$ cat src/rtl/vote_display_driver.sv
// vote_display_driver: synchronises the voting FSM outputs, converts the vote count to
// BCD (double-dabble) and scans the 8-digit 7-segment display. Option: DISP_BLINK_EN.
module vote_display_driver #(
  parameter int REFRESH_DIV = 100_000,
  parameter int BLINK_DIV   = 25_000_000
) (
  input  logic       clk_100MHz,
  input  logic       reset_n,
  input  logic [8:0] vote_count,
  input  logic [1:0] the_winner,
  input  logic [1:0] the_state,
  output logic [7:0] an,
  output logic [6:0] seg,
  output logic       dp,
  output logic       bcd_busy
);

  typedef enum logic [1:0] {
    CONV_IDLE  = 2'b00,
    CONV_SHIFT = 2'b01,
    CONV_LOAD  = 2'b10
  } conv_state_t;

  typedef enum logic [1:0] {
    ST_IDLE   = 2'b00,
    ST_OPEN   = 2'b01,
    ST_CLOSED = 2'b10,
    ST_WIN    = 2'b11
  } vote_state_t;

  localparam logic [6:0] G_BLANK = 7'h7F;
  localparam logic [6:0] G_I     = 7'h4F;
  localparam logic [6:0] G_D     = 7'h21;
  localparam logic [6:0] G_L     = 7'h47;
  localparam logic [6:0] G_E     = 7'h06;
  localparam logic [6:0] G_C     = 7'h46;
  localparam logic [6:0] G_O     = 7'h40;
  localparam logic [6:0] G_S     = 7'h12;
  localparam logic [6:0] G_N     = 7'h2B;
  localparam logic [6:0] G_P     = 7'h0C;
  localparam logic [6:0] G_T     = 7'h07;

  localparam int RW = (REFRESH_DIV > 2) ? $clog2(REFRESH_DIV) : 1;

  // Both dividers need at least two counts for the wrap logic to be meaningful.
  if (REFRESH_DIV < 2 || BLINK_DIV < 2) begin : g_bad_divider
    $error("vote_display_driver: REFRESH_DIV and BLINK_DIV must be >= 2");
  end

  function automatic logic [6:0] num_glyph(input logic [3:0] d);
    logic [6:0] g;
    case (d)
      4'd0:    g = 7'h40;
      4'd1:    g = 7'h79;
      4'd2:    g = 7'h24;
      4'd3:    g = 7'h30;
      4'd4:    g = 7'h19;
      4'd5:    g = 7'h12;
      4'd6:    g = 7'h02;
      4'd7:    g = 7'h78;
      4'd8:    g = 7'h00;
      4'd9:    g = 7'h10;
      default: g = G_BLANK;
    endcase
    return g;
  endfunction

  function automatic logic [11:0] add3(input logic [11:0] b);
    logic [11:0] r;
    for (int i = 0; i < 3; i++) begin
      r[i*4 +: 4] = (b[i*4 +: 4] >= 4'd5) ? b[i*4 +: 4] + 4'd3 : b[i*4 +: 4];
    end
    return r;
  endfunction

  // ---------------------------------------------------------------- synchroniser
  logic [12:0] sync_q1, sync_q2;
  logic [8:0]  vc_s;
  logic [1:0]  win_s;
  vote_state_t state_s;

  // NOTE: sequential state uses non-blocking (<=) so every flop samples pre-edge values.
  always_ff @(posedge clk_100MHz or negedge reset_n) begin
    if (!reset_n) begin
      sync_q1 <= '0;
      sync_q2 <= '0;
    end else begin
      sync_q1 <= {the_state, the_winner, vote_count};
      sync_q2 <= sync_q1;
    end
  end

  assign vc_s    = sync_q2[8:0];
  assign win_s   = sync_q2[10:9];
  assign state_s = vote_state_t'(sync_q2[12:11]);

  // ---------------------------------------------------------------- BCD converter
  conv_state_t conv_state, conv_next;
  logic [3:0]  shift_cnt;
  logic [8:0]  bin_sr, conv_value, last_value;
  logic [11:0] bcd_work, bcd_adj, bcd_reg;
  logic [3:0]  bcd_h, bcd_t, bcd_o;

  // NOTE: defaults first in every always_comb so no path leaves a signal unassigned (no latch).
  always_comb begin
    conv_next = conv_state;
    case (conv_state)
      CONV_IDLE:  if (vc_s != last_value) conv_next = CONV_SHIFT;
      CONV_SHIFT: if (shift_cnt == 4'd8) conv_next = CONV_LOAD;
      CONV_LOAD:  conv_next = CONV_IDLE;
      default:    conv_next = CONV_IDLE;
    endcase
  end

  assign bcd_adj = add3(bcd_work);

  // A new value arriving mid-conversion is picked up by the IDLE compare afterwards.
  always_ff @(posedge clk_100MHz or negedge reset_n) begin
    if (!reset_n) begin
      conv_state <= CONV_IDLE;
      shift_cnt  <= '0;
      bin_sr     <= '0;
      bcd_work   <= '0;
      conv_value <= '0;
      last_value <= '0;
      bcd_reg    <= '0;
    end else begin
      conv_state <= conv_next;
      case (conv_state)
        CONV_IDLE: begin
          if (conv_next == CONV_SHIFT) begin
            bin_sr     <= vc_s;
            conv_value <= vc_s;
            bcd_work   <= '0;
            shift_cnt  <= '0;
          end
        end
        CONV_SHIFT: begin
          {bcd_work, bin_sr} <= {bcd_adj, bin_sr} << 1;
          shift_cnt          <= shift_cnt + 4'd1;
        end
        CONV_LOAD: begin
          bcd_reg    <= bcd_work;
          last_value <= conv_value;
        end
        default: ;
      endcase
    end
  end

  assign bcd_busy = (conv_state != CONV_IDLE);
  assign bcd_h    = bcd_reg[11:8];
  assign bcd_t    = bcd_reg[7:4];
  assign bcd_o    = bcd_reg[3:0];

  // ---------------------------------------------------------------- blink phase
  logic blink_phase;
`ifdef DISP_BLINK_EN
  localparam int BW = (BLINK_DIV > 2) ? $clog2(BLINK_DIV) : 1;
  logic [BW-1:0] blink_cnt;

  always_ff @(posedge clk_100MHz or negedge reset_n) begin
    if (!reset_n) begin
      blink_cnt   <= '0;
      blink_phase <= 1'b0;
    end else if (blink_cnt == BW'(BLINK_DIV - 1)) begin
      blink_cnt   <= '0;
      blink_phase <= ~blink_phase;
    end else begin
      blink_cnt <= blink_cnt + 1'b1;
    end
  end
`else
  assign blink_phase = 1'b0;
`endif

  // ---------------------------------------------------------------- scan
  logic [RW-1:0] refresh_cnt;
  logic [2:0]    scan_idx;

  always_ff @(posedge clk_100MHz or negedge reset_n) begin
    if (!reset_n) begin
      refresh_cnt <= '0;
      scan_idx    <= '0;
    end else if (refresh_cnt == RW'(REFRESH_DIV - 1)) begin
      refresh_cnt <= '0;
      scan_idx    <= scan_idx + 3'd1;
    end else begin
      refresh_cnt <= refresh_cnt + 1'b1;
    end
  end

  logic [6:0] g_h, g_t, g_o, glyph_nxt;

  // Leading zeros blanked; the ones digit is always shown.
  assign g_h = (bcd_h == 4'd0) ? G_BLANK : num_glyph(bcd_h);
  assign g_t = (bcd_h == 4'd0 && bcd_t == 4'd0) ? G_BLANK : num_glyph(bcd_t);
  assign g_o = num_glyph(bcd_o);

  always_comb begin
    glyph_nxt = G_BLANK;
    case (state_s)
      ST_IDLE: begin
        case (scan_idx)
          3'd3:    glyph_nxt = G_I;
          3'd2:    glyph_nxt = G_D;
          3'd1:    glyph_nxt = G_L;
          3'd0:    glyph_nxt = G_E;
          default: ;
        endcase
      end
      ST_OPEN: begin
        case (scan_idx)
          3'd7:    glyph_nxt = G_O;
          3'd6:    glyph_nxt = G_P;
          3'd2:    glyph_nxt = g_h;
          3'd1:    glyph_nxt = g_t;
          3'd0:    glyph_nxt = g_o;
          default: ;
        endcase
      end
      ST_CLOSED: begin
        case (scan_idx)
          3'd5:    glyph_nxt = G_C;
          3'd4:    glyph_nxt = G_L;
          3'd3:    glyph_nxt = G_O;
          3'd2:    glyph_nxt = G_S;
          3'd1:    glyph_nxt = G_E;
          3'd0:    glyph_nxt = G_D;
          default: ;
        endcase
      end
      ST_WIN: begin
        case (scan_idx)
          3'd7:    glyph_nxt = (win_s != 2'b00) ? G_C : G_T;
          3'd6:    glyph_nxt = (win_s != 2'b00) ? G_N : G_I;
          3'd5:    glyph_nxt = (win_s != 2'b00) ? num_glyph({2'b00, win_s}) : G_E;
          3'd2:    glyph_nxt = g_h;
          3'd1:    glyph_nxt = g_t;
          3'd0:    glyph_nxt = g_o;
          default: ;
        endcase
        if (blink_phase && scan_idx >= 3'd5) glyph_nxt = G_BLANK;
      end
      default: ;
    endcase
  end

  always_ff @(posedge clk_100MHz or negedge reset_n) begin
    if (!reset_n) begin
      an  <= 8'hFF;
      seg <= G_BLANK;
    end else begin
      an  <= ~(8'd1 << scan_idx);
      seg <= glyph_nxt;
    end
  end

  assign dp = 1'b1;

endmodule

$ cat config.mk
export PLATFORM = sky130hd
export DESIGN_NAME = vote_display_driver
export DESIGN_NICKNAME = d
export VERILOG_FILES = /design/src/rtl/vote_display_driver.sv
export SDC_FILE = /design/constraint.sdc
export NUM_CORES = 1
export LEC_CHECK = 0
export CAP_MARGIN = 20
export CORE_MARGIN = 3
export CORE_UTILIZATION = 45
export CTS_CLUSTER_SIZE = 30
export DETAILED_ROUTE_END_ITERATION = 10
export GPL_TIMING_DRIVEN = 0
export PLACE_DENSITY = 0.67
export SLEW_MARGIN = 20
export SYNTH_ARGS = -nofsm -noshare
export SYNTH_HDL_FRONTEND = slang
export SYNTH_SLANG_ARGS = --single-unit
$ cat constraint.sdc
create_clock -name clk_100MHz -period 1.7 [get_ports clk_100MHz]
set_input_delay 0.425 -clock clk_100MHz [delete_from_list [all_inputs] [get_ports clk_100MHz]]
set_output_delay 0.425 -clock clk_100MHz [all_outputs]
set_load 0.05 [all_outputs]
# ---- Word level (Yosys, flattened, before mapping)
# Memories as Yosys holds them, arrays and structs flattened.
# Cells that the tools add are included.
dict set report classes {
  n_lt_le_gt_ge 3
  eq_ne 20
  reduce_logical 12
  n_mux 24
  n_shift 1
  n_bitwise 1
  addsub 6
}
# operator count
set op_table {}
lappend op_table {{$pmux 7 s4} 3}
lappend op_table {{$pmux 7 s6} 2}
lappend op_table {{$mux 7} 5}
lappend op_table {{$pmux 7 s5} 1}
lappend op_table {{$pmux 12 s2} 1}
lappend op_table {{$pmux 9 s2} 1}
lappend op_table {{$add 17x1->17 const B} 1}
lappend op_table {{$eq 17x17->1 const B} 1}
lappend op_table {{$mux 17} 1}
lappend op_table {{$eq 3x3->1 const B} 4}
lappend op_table {{$ge 4x3->1 const B} 3}
lappend op_table {{$mux 12} 1}
lappend op_table {{$mux 4} 3}
lappend op_table {{$eq 2x2->1 const B} 5}
lappend op_table {{$mux 9} 1}
lappend op_table {{$ne 9x9->1} 1}
lappend op_table {{$add 4x2->4 const B} 2}
lappend op_table {{$eq 2x1->1 const B} 4}
lappend op_table {{$logic_not 4->1} 2}
lappend op_table {{$not 8->8} 1}
lappend op_table {{$pmux 4 s2} 1}
lappend op_table {{$shl 1x3->8 const A} 1}
lappend op_table {{$eq 3x2->1 const B} 2}
lappend op_table {{$logic_not 2->1} 3}
lappend op_table {{other kinds (13)} 17}
dict set report word_totals {
  mem_count 3
  rom_bits 336
  wordCells 83
  inputBits 15
  out_inout_bits 17
  reg_bits 118
}
# name words width read_ports rd_ports_with_merged_regs wr line_no
set mem_list {}
lappend mem_list {{(no name shown)} 16 7 1 0 0 52} ;# case (d)
lappend mem_list {{(no name shown)} 16 7 1 0 0 52}
lappend mem_list {{(no name shown)} 16 7 1 0 0 52}

# ---- Depth between registers and ports, before layout
# Gate-level depths: netlist of run 1.
dict set report depth {
  depth_word 6
  mapped_depth 8
  ltp_nobuf 7
}

# ---- Least setup slack after synthesis of run 1
# OpenSTA, ideal clock, no wires.
dict set report synth_path {
  kind {register to register}
  start {register scan_idx[0]}
  end {register seg[6]}
  setup_ns 0.079
  t_required_ns 1.621
  t_arrival_ns 1.770
  period_less_slack_ns 1.849
  path_buffers 1
  slack_ns -0.149
  stages_incl_launch_ff 9
  path_cell_list {dfrtp_1 -> buf_2 -> inv_1 -> ha_1 -> nand2b_1 -> o21bai_1 -> a311oi_1 -> nor4b_1 -> o21ai_0}
}
dict set report synth_via {
  elab_chain_cells 3
  word_cells_on_any_way 13
  cone_classes {eq/ne: 7; mux: 5; reduce/logical: 1}
}
# element line_no
set synth_rtl {}
lappend synth_rtl {{start, declared} 179} ;# logic [2:0] scan_idx;
lappend synth_rtl {{start signal, assigned} 187} ;# scan_idx <= scan_idx + 3'd1;
lappend synth_rtl {{$eq 3x1->1, or another cell as far along} -}
lappend synth_rtl {{$pmux 7 s6, or another cell as far along} 234} ;# case (scan_idx)
lappend synth_rtl {{$pmux 7 s4 *} 202} ;# case (state_s)
lappend synth_rtl {{via glyph_nxt[6]} 193} ;# logic [6:0] g_h, g_t, g_o, glyph_nxt;
lappend synth_rtl {{end signal, assigned} 255} ;# seg <= glyph_nxt;
lappend synth_rtl {{end, declared} 13} ;# output logic [6:0] seg,
# The timed path passes the listed nets; every way through them passes the cells marked *.
# A chain may end at the register's enable or synchronous reset.

# ---- Worst setup path in the final report of run 1
# Same ends and word-level chain as after synthesis.

==> results of run 1 <==
-- power by group through the flow --
| stage | sequential, µW | clock (µW) | combinational, µW |
|---|---|---|---|
| floorplan | 4170 | 0 | 2590 |
| global placement | 4090 | 0 | 3450 |
| detailed placement | 4130 | 0 | 3560 |
| CTS | 4120 | 3540 | 3950 |
| global route | 4280 | 3690 | 4740 |
| finish | 4190 | 3480 | 4320 |
-- stage by stage --
| stage | area, µm² | total power (µW) | utilization [%] | TNS, ns | hold WS (ns) |
|---|---|---|---|---|---|
| finish | 7440 | 12000 | 60.7 | -0.454 | 0.345 |
| global route | 7440 | 12700 | 60.7 | -2.30 | 0.347 |
| CTS | 7190 | 11600 | 58.6 | -0.665 | 0.346 |
| detailed placement | 6330 | 7690 | 51.6 | -5.66 | 0.336 |
| floorplan | 5790 | 6760 | - | -0.0321 | 0.129 |
| global placement | 6300 | 7540 | 51.4 | -483.40 | 0.332 |
-- area by class of cell --
type / instances / area share [%]
plain buffers: 22 / 1.90
clock inverters: 14 / 2.07
multi-input cells: 379 / 39.1
well taps: 168 / 2.82
repair buffers: 59 / 6.81
inverters: 28 / 1.48
clock buffers: 18 / 5.77
flip-flops and latches: 118 / 40.0
-- routing by layer --
layer | vias to the layer above | track usage, % | wire [µm]
met5 | - | 0 | 0
met4 | 0 | 7.97 | 252
met3 | 25 | 5.08 | 717
met2 | 146 | 28.8 | 6040
met1 | 2181 | 23.9 | 5560
li1 | 2069 | - | -
-- repair_timing --
| action | 4_1_cts | 5_1_grt |
|---|---|---|
| cloned | 2 | 0 |
| endpoints found under the hold margin | 35 | 0 |
| resized for setup | 142 | 67 |
| pin swaps | 14 | 18 |
| hold buffers | 1 | 0 |
| buffers inserted | 18 | 7 |
| setup endpoints to repair | 61 | 54 |
-- worst max-delay path: stages (launching register included) --
cell     delay, ns
dfrtp_2       0.40
buf_6         0.12
inv_4         0.05
ha_4          0.17
buf_6         0.13
nand2_1       0.08
mux2i_1       0.07
o21ai_0       0.19
nor4b_1       0.34
o21ai_1       0.12
-- how the worst max path moves through the flow --
| stage | startpoint | cells past startpoint | endpoint | slack, ns |
|---|---|---|---|---|
| finish | scan_idx[0] | 9 | seg[6] | -0.07 |
| global route | sync_q2[7] | 6 | conv_value[5] | -0.11 |
| CTS | sync_q2[6] | 6 | conv_value[7] | -0.07 |
| detailed placement | scan_idx[1] | 8 | seg[6] | -0.44 |
| global placement | reset_n | 1 | refresh_cnt[6] | -4.24 |
| floorplan | scan_idx[0] | 8 | seg[6] | -0.03 |
-- cell usage in the layout, fill, tap and decap left out, types with 9 or more instances in the layout --
cell             synthesis  layout
dfrtp_1                103      97
mux2_2                  18      18
buf_4                    1      25
nand2b_1                12      10
nand3_1                 11      11
clkbuf_16                0      17
o22ai_1                 14      13
buf_6                    1      10
o21ai_1                  0      14
xor2_1                  20      17
nor2_1                  37      35
nand2_1                 52      50
nor3_1                  11       9
ha_1                    31      24
xnor2_1                 14      14
inv_1                   27      21
o21ai_0                 40      21
buf_2                    8      19
dfstp_2                 15      15
clkdlybuf4s50_1          0      13
a21oi_1                 35      25
a21oi_2                  0       9
-- cell usage after synthesis (4+ instances only) --
master / n
nor2b_1: 5
buf_2: 8
o21ai_0: 40
or2_2: 4
ha_1: 31
a22oi_1: 9
dfstp_2: 15
dfrtp_1: 103
inv_1: 27
xnor2_1: 14
nand2_1: 52
nor3_1: 11
a21o_1: 4
a21oi_1: 35
a211oi_1: 4
clkbuf_1: 16
xor2_1: 20
nand3_1: 11
a31oi_1: 4
nand2b_1: 12
mux2_4: 7
nand4_1: 5
o22ai_1: 14
nor2_1: 37
mux2_2: 18
o21a_1: 4
-- cell families (layout without fill, tap and decap cells) --
kind of cell               count (synthesis)  after routing
and+or+nand+nor                          148            148
DFF                                      118            118
buffers and inverters                     55            141
AOI/OAI and AO/OA                        138            138
muxes                                     27             27
other                                      1              1
adders and majority gates                 31             31
xor gates and xnor gates                  34             34
==> run summary, run 1 <==
largest net degree at the start of global routing -> 71
pwr/cell area -> 1610 nW/µm²
Post-Layout Cell Count -> 806
Slew HR -> 57.9%
Clock Tree Root -> clkbuf_16
I/O Pins -> 32
RR Startpoint -> scan_idx[0]
HPWL Detailed -> 7940 µm
Crit path arrival time -> 2.10 ns
Post-synth EDFFs -> 0
vias in the first global route -> 4318
chip width -> 119 µm
first-pass GRT wire length -> 21000 µm
share of cells above drive strength 1 -> 32.1%
Worst Tran Pin Value -> 0.632 ns
sequential power share -> 34.9%
Detail Route Antenna Nets -> 0
synthesized area per cell -> 10.4 µm²
maxcap violations -> 0
worst-path fanout max -> 5
Total GRT Usage -> 18.4%
total global routing overflow -> 0
largest family of logic cells by synthesized area -> compound AO/OA/AOI/OAI gates
Psw -> 4290 µW
DIE AREA -> 14200 µm²
CTS tree -> built
compound-gate portion of the synthesized area -> 14.8%
reg2reg setup slack -> -0.07 ns
cell row count -> 40
Layout Nets -> 671
syn_nets -> 598
Area Growth Syn to Fin -> 29.0%
Worst Hold Class -> reg -> reg
post-route clock period utilization -> 104%
final hold vios -> 0
WL final -> 12600 µm
WHS Endpoint -> sync_q2[1]
dominant cell type by area after synthesis -> dfrtp_1
fillers -> 974
core area -> 12300 µm²
max FFs per register -> 17
hold path start -> sync_q1[1]
RSZ-0062 raised after global routing -> yes
Distinct cells, synth -> 55
multiplexer share of the synthesized area -> 5.68%
synth warn -> 0
antenna violations before repair -> 0
final setup vio count -> 13
Crit. End Element -> flip-flop
outcome -> complete, but fails checks
synthesized area -> 5770 µm²
simple logic cell fraction of the synthesized area -> 12.1%
FF-to-FF path depth -> 9
leading registers by flop count -> refresh_cnt: 17 flops, sync_q1: 13 flops, sync_q2: 13 flops
combinational share of power -> 36.0%
ANT cells -> 0
vias per inst -> 5.49
sequential cell area -> 2980 µm²
WS Path Type -> reg -> reg
H-tree levels -> 4
Final Max Slew Viols -> 0
FFs w/ async S/R, synth -> 100%
Worst-path clk slew -> 0.06 ns
Clk Latency, worst-skew pair -> 0.42 ns
clk_skew -> 0.00597 ns
Detailed Route Iter0 Violations -> 291
Startpoint Class -> flip-flop
Routed WL per cell -> 15.6 µm
register bit total from synthesis -> 118
slack of the critical path -> -0.0708 ns
Chip Height -> 119 µm
adder-cell share of the synthesized area -> 6.72%
Initial Util -> 47.0%
IO Port Bufs -> 30
gpl congestion -> 0.900
DRC Markers -> 0
top cells by area, synth -> dfrtp_1 45%, dfstp_2 6.8%, ha_1 6.7%
Critical R2R Capture -> seg[6]
Post-Synth XOR/XNOR Area -> 5.16%
Bufs on Longest Clock Path -> 2
Reg with most FFs -> refresh_cnt
Net Sw Frac -> 35.8%
Syn Inst Count -> 552
fmax -> 0.565 GHz
clock network power share -> 29.0%
total CTS buffers -> 17
peak supply drop -> 0.907 mV
worst path required time -> 2.03 ns
Int Pwr -> 7700 µW
failing checks -> setup timing
share of the synthesized area in the top cell type -> 44.7%
crit path time final -> 1.77 ns
worst hold path depth -> 0
TritonRoute pass-1 iters -> 5
part of the Yosys area used for sequential elements -> 51.5%
Placed Cells -> 751
footprint of the multi-input gates -> 2910 µm²
Place WS -> -0.443 ns
LEAKAGE -> 0.00314 µW
commonest register cell after synthesis -> dfrtp_1
clk sinks -> 118
via count -> 4421
Note: power is estimated with default switching activity, not from simulation.
==> run 2: changes to the inputs <==
--- a/config.mk
+++ b/config.mk
@@ -10,8 +10,9 @@
 export CORE_UTILIZATION = 45
 export CTS_CLUSTER_SIZE = 30
 export DETAILED_ROUTE_END_ITERATION = 10
+export DONT_BUFFER_PORTS = 1
 export GPL_TIMING_DRIVEN = 0
-export PLACE_DENSITY = 0.67
+export PLACE_DENSITY = 0.64
 export SLEW_MARGIN = 20
 export SYNTH_ARGS = -nofsm -noshare
 export SYNTH_HDL_FRONTEND = slang
==> run 2 against run 1 <==
Routed wire length is 2.1% lower. Clock skew is 0.0037 ns higher. The flow finishes with violations (hold timing, setup timing). Sequential share of layout area is 1.7 points higher. Design area is 4.2% lower. Critical path depth is 3 lower. First-iteration DRC count is 21% higher. Fmax hardly changed. Core utilization is 2.6 points lower. Die area stayed put.
==> run summary, run 2 (synthesis gave the netlist of run 1 again) <==
outcome -> complete, but fails checks
failing checks -> hold timing, setup timing
Layout Nets -> 632
Buf/Inv on CP -> 2
cell row count -> 40
RSZ-0062 raised after global routing -> yes
Clock Tree Root -> clkbuf_16
maxcap violations -> 0
worst path required time -> 2.01 ns
DRC Markers -> 0
Total GRT Usage -> 18.0%
Worst Tran Pin Value -> 0.654 ns
core area -> 12300 µm²
Clk Latency, worst-skew pair -> 0.43 ns
FF-to-FF path depth -> 6
Routed WL per cell -> 16.1 µm
clk sinks -> 118
IO Port Bufs -> 0
HPWL Detailed -> 7900 µm
vias per inst -> 5.42
Crit path arrival time -> 2.08 ns
most common cell after layout, fill and taps aside -> dfrtp_1
final setup vio count -> 21
post-route clock period utilization -> 104%
Crit-path slowest cell -> dfrtp_1
Core Util, Final -> 58.1%
pwr/cell area -> 1690 nW/µm²
Bufs on Longest Clock Path -> 2
ANT cells -> 0
share of cells above drive strength 1 -> 28.8%
crit path time final -> 1.77 ns
most frequent cells in the layout -> 99 x dfrtp_1, 51 x nand2_1, 35 x nor2_1
Detail Route Antenna Nets -> 0
Final Max Slew Viols -> 0
gpl congestion -> 0.894
Total Power -> 12100 µW
slack of the critical path -> -0.0716 ns
Worst Hold Class -> in -> async
WS Path Type -> reg -> reg
Startpoint Class -> flip-flop
antenna violations before repair -> 0
leading registers by flop count -> refresh_cnt: 17 flops, sync_q1: 13 flops, sync_q2: 13 flops
Critical Path Max Stage Delay -> 0.40 ns
total global routing overflow -> 0
via count -> 4155
fmax -> 0.564 GHz
Crit. End Element -> flip-flop
H-tree levels -> 4
final hold vios -> 118
CP Depth -> 6
LEAKAGE -> 0.00301 µW
Initial Util -> 47.0%
Crit path max-delay family -> flip-flops
I/O Pins -> 32
first-pass GRT wire length -> 20500 µm
clk_skew -> 0.00963 ns
max FFs per register -> 17
chip width -> 119 µm
vias in the first global route -> 4196
WL final -> 12300 µm
worst-path cell chain -> xor2_2 > nor4_4 > a31oi_4 > buf_6 > buf_4 > mux2_2
Reg with most FFs -> refresh_cnt
WHS -> -0.299 ns
DIE AREA -> 14200 µm²
largest net degree at the start of global routing -> 119
Detailed Route Iter0 Violations -> 352
TritonRoute pass-1 iters -> 5
Worst-path clk slew -> 0.06 ns
Slew HR -> 56.4%
CTS tree -> built
worst-path fanout max -> 5
peak supply drop -> 0.928 mV
Chip Height -> 119 µm
total CTS buffers -> 17
Area Growth Syn to Fin -> 23.6%
run 2: cell count changes in the layout (fill, tap and decap cells not counted), moves of 2 or more:
cell	previous run	this run
o31ai_1	3	1
buf_2	19	5
o21ai_2	5	2
clkinv_4	4	1
dfrtp_2	6	4
inv_6	1	4
dfrtp_1	97	99
buf_16	2	0
o21ai_0	21	24
buf_4	25	18
clkdlybuf4s50_1	13	0
a21oi_2	9	4
buf_6	10	6
a21oi_1	25	29
run 2: worst paths after layout:
kind / from / endpoint / slack (ns)
max: last_value[2] / conv_value[8] / -0.07
min: reset_n / bcd_reg[6] / -0.30
max reg2reg: last_value[2] / conv_value[8] / -0.07
min reg2reg: sync_q1[6] / sync_q2[6] / 0.35
max in group asynchronous: reset_n / an[1] / 1.72
min in group clk_100MHz: the_winner[0] / sync_q1[9] / 0.03
run 2: final cells by class:
| cell class | count | area, µm² |
|---|---|---|
| fillers | 985 | 5130 |
| inverters | 28 | 108 |
| flip-flops and latches | 118 | 2980 |
| well taps | 168 | 210 |
| plain buffers | 22 | 133 |
| multi-input cells | 379 | 2920 |
| clock buffers | 18 | 439 |
| repair buffers | 20 | 173 |
| clock inverters | 13 | 171 |
run 2: metal layers:
metal | global-route usage [%] | up-vias | share of wire [%]
met1 | 23.7 | 2070 | 46
met5 | 0 | - | 0
met4 | 7.60 | 0 | 2.0
met2 | 28.3 | 76 | 48
li1 | - | 1988 | -
met3 | 4.75 | 21 | 3.6
run 2: through the flow:
| stage | worst slack [ns] | TNS, ns | std cells | area [µm²] | hold WS [ns] |
|---|---|---|---|---|---|
| after global placement | -0.501 | -6.11 | 720 | 6000 | 0.137 |
| after global routing | -0.121 | -2.41 | 766 | 7130 | -0.315 |
| final | -0.0716 | -0.539 | 766 | 7130 | -0.299 |
| after floorplan | -0.0321 | -0.0321 | 552 | 5790 | 0.129 |
| after CTS | -0.0402 | -0.290 | 761 | 6840 | -0.313 |
| after detailed placement | -0.439 | -7.05 | 720 | 6000 | 0.138 |
run 2: power breakdown:
part	switching [µW]	internal, µW	total, µW
Clock	1320	2350	3670
Combinational	2140	1900	4040
Sequential	786	3560	4340
Total	4250	7810	12100
run 2: repair_timing:
| action | CTS | global route |
|---|---|---|
| endpoints found under the hold margin | 118 | 118 |
| pin swaps | 8 | 10 |
| endpoints found under the setup margin | 54 | 51 |
| resized for setup | 47 | 68 |
| setup buffers | 12 | 9 |
run 2: worst register-to-register path, stage by stage (launching register included):
cell and delay (ns):
dfrtp_1 0.40, xor2_2 0.20, nor4_4 0.32, a31oi_4 0.19, buf_6 0.16, buf_4 0.13, mux2_2 0.26
==> run 3: changes to the inputs <==
--- a/config.mk
+++ b/config.mk
@@ -7,12 +7,12 @@
 export LEC_CHECK = 0
 export CAP_MARGIN = 20
 export CORE_MARGIN = 3
-export CORE_UTILIZATION = 45
+export CORE_UTILIZATION = 25
 export CTS_CLUSTER_SIZE = 30
 export DETAILED_ROUTE_END_ITERATION = 10
 export DONT_BUFFER_PORTS = 1
 export GPL_TIMING_DRIVEN = 0
-export PLACE_DENSITY = 0.64
+export PLACE_DENSITY = 0.42
 export SLEW_MARGIN = 20
 export SYNTH_ARGS = -nofsm -noshare
 export SYNTH_HDL_FRONTEND = slang
==> run 3 against run 2 <==
The flow still finishes with violations (hold timing, setup timing). Critical path type unchanged. Routed wire length increased by 11%. Via count up 2.6%. Total power up 2.9%. Cell count rose by 16%. Hold slack lost 0.013 ns. Largest power group is now combinational cells. Global-route usage decreased by 6.8 points. Core utilization shrank 24 points. Critical endpoint is now seg[6].
==> run summary, run 3 (synthesis gave the netlist of run 1 again) <==
LEAKAGE -> 0.00312 µW
DRC Markers -> 0
most frequent cells in the layout -> 97 x dfrtp_1, 51 x nand2_1, 33 x nor2_1
fmax -> 0.569 GHz
Post-Layout Cell Count -> 892
Crit-path slowest cell -> dfrtp_2
Placed Cells -> 832
HPWL Detailed -> 8790 µm
total global routing overflow -> 0
Crit. End Element -> flip-flop
Routed WL per cell -> 15.4 µm
chip width -> 158 µm
Detailed Route Iter0 Violations -> 222
IO Port Bufs -> 0
WS Path Type -> reg -> reg
Slew HR -> 55.9%
worst-path cell chain -> buf_4 > mux2_2 > o21ai_0 > o211ai_1 > nor4b_1 > o21ai_1
Chip Height -> 158 µm
outcome -> complete, but fails checks
peak supply drop -> 0.683 mV
pwr/cell area -> 1650 nW/µm²
Crit path arrival time -> 2.10 ns
CTS tree -> built
WHS -> -0.312 ns
Initial Util -> 25.9%
max FFs per register -> 17
Total GRT Usage -> 11.2%
gpl congestion -> 0.871
Clk Latency, worst-skew pair -> 0.43 ns
failing checks -> hold timing, setup timing
post-route clock period utilization -> 103%
clk_skew -> 0.0102 ns
Bufs on Longest Clock Path -> 2
worst-path fanout max -> 4
I/O Pins -> 32
largest net degree at the start of global routing -> 119
vias per inst -> 4.78
Layout Nets -> 645
Detail Route Antenna Nets -> 0
total CTS buffers -> 17
antenna violations before repair -> 0
first-pass GRT wire length -> 21900 µm
WL final -> 13700 µm
Total Power -> 12400 µW
slack of the critical path -> -0.0565 ns
setup_tns -> -0.390 ns
Reg with most FFs -> refresh_cnt
vias in the first global route -> 4293
leading registers by flop count -> refresh_cnt: 17 flops, sync_q1: 13 flops, sync_q2: 13 flops
via count -> 4264
final hold vios -> 118
Critical Path Max Stage Delay -> 0.43 ns
RSZ-0062 raised after global routing -> yes
Startpoint Class -> flip-flop
most common cell after layout, fill and taps aside -> dfrtp_1
Core Util, Final -> 33.8%
crit path time final -> 1.76 ns
Worst Tran Pin Value -> 0.662 ns
Area Growth Syn to Fin -> 30.4%
Worst-path clk slew -> 0.07 ns
Worst Hold Class -> in -> async
Crit path max-delay family -> flip-flops
cell row count -> 54
Final Max Slew Viols -> 0
TritonRoute pass-1 iters -> 4
clk sinks -> 118
final setup vio count -> 18
core area -> 22200 µm²
share of cells above drive strength 1 -> 34.0%
Buf/Inv on CP -> 1
DIE AREA -> 24900 µm²
ANT cells -> 0
fillers -> 2163
maxcap violations -> 0
H-tree levels -> 4
worst path required time -> 2.04 ns
Clock Tree Root -> clkbuf_16
==> run 3: cell count changes in the layout (fill, tap and decap cells not counted), moves of 3 or more <==
cell           delta
clkinvlp_4        -4
o21ai_2           +3
o22ai_1           -5
o22ai_2           +5
bufinv_16         -3
dlygate4sd3_1     +5
inv_8             +7
buf_4            +11
clkinv_8          +3
==> run 3: cell type report <==
class	instances	area [µm²]	area share [%]
multi-input combinational	379	3030	40.3
inverter	28	111	1.48
sequential	118	2980	39.6
buffer	20	151	2.01
tap	280	350	4.66
clock inverter	15	171	2.28
clock buffer	17	425	5.66
timing repair buffer	35	299	3.98
==> run 3: routing by layer <==
layer	vias to the layer above	wire (µm)	track usage (%)
met2	92	6450	17.1
met1	2120	6450	14.8
li1	2024	-	-
met4	0	304	5.37
met5	-	0	0
met3	28	485	2.84
==> run 3: power by group <==
group	leakage [µW]	switching, µW	internal (µW)
Sequential	0.00144	838	3550
Combinational	0.00139	2260	2140
Clock	0.000295	1630	1990
==> run 3: through the flow <==
stage | hold WS, ns | area, µm² | worst slack (ns)
2_1_floorplan | 0.129 | 5790 | -0.0321
3_3_place_gp | 0.133 | 6140 | -0.599
3_5_place_dp | 0.133 | 6140 | -0.513
4_1_cts | -0.334 | 7220 | -0.107
6_report | -0.312 | 7520 | -0.0565
5_1_grt | -0.337 | 7520 | -0.127
==> run 3: path summary, 6_finish.rpt <==
check / from / end / slack [ns] / cells after the start
setup reg to reg: scan_idx[1] / seg[6] / -0.06 / 6
hold reg to reg: sync_q1[7] / sync_q2[7] / 0.35 / 0
min in group clk_100MHz: vote_count[7] / sync_q1[7] / 0.02 / 0
setup / recovery: scan_idx[1] / seg[6] / -0.06 / 6
max in group asynchronous: reset_n / seg[5] / 1.72 / 0
hold / removal: reset_n / sync_q1[0] / -0.31 / 0
==> run 3: what timing repair did <==
action,4_1_cts,5_1_grt
hold buffers,4,1
resized for setup,90,51
endpoints found under the hold margin,122,119
pin swaps,16,16
endpoints found under the setup margin,70,56
buffers inserted,19,11
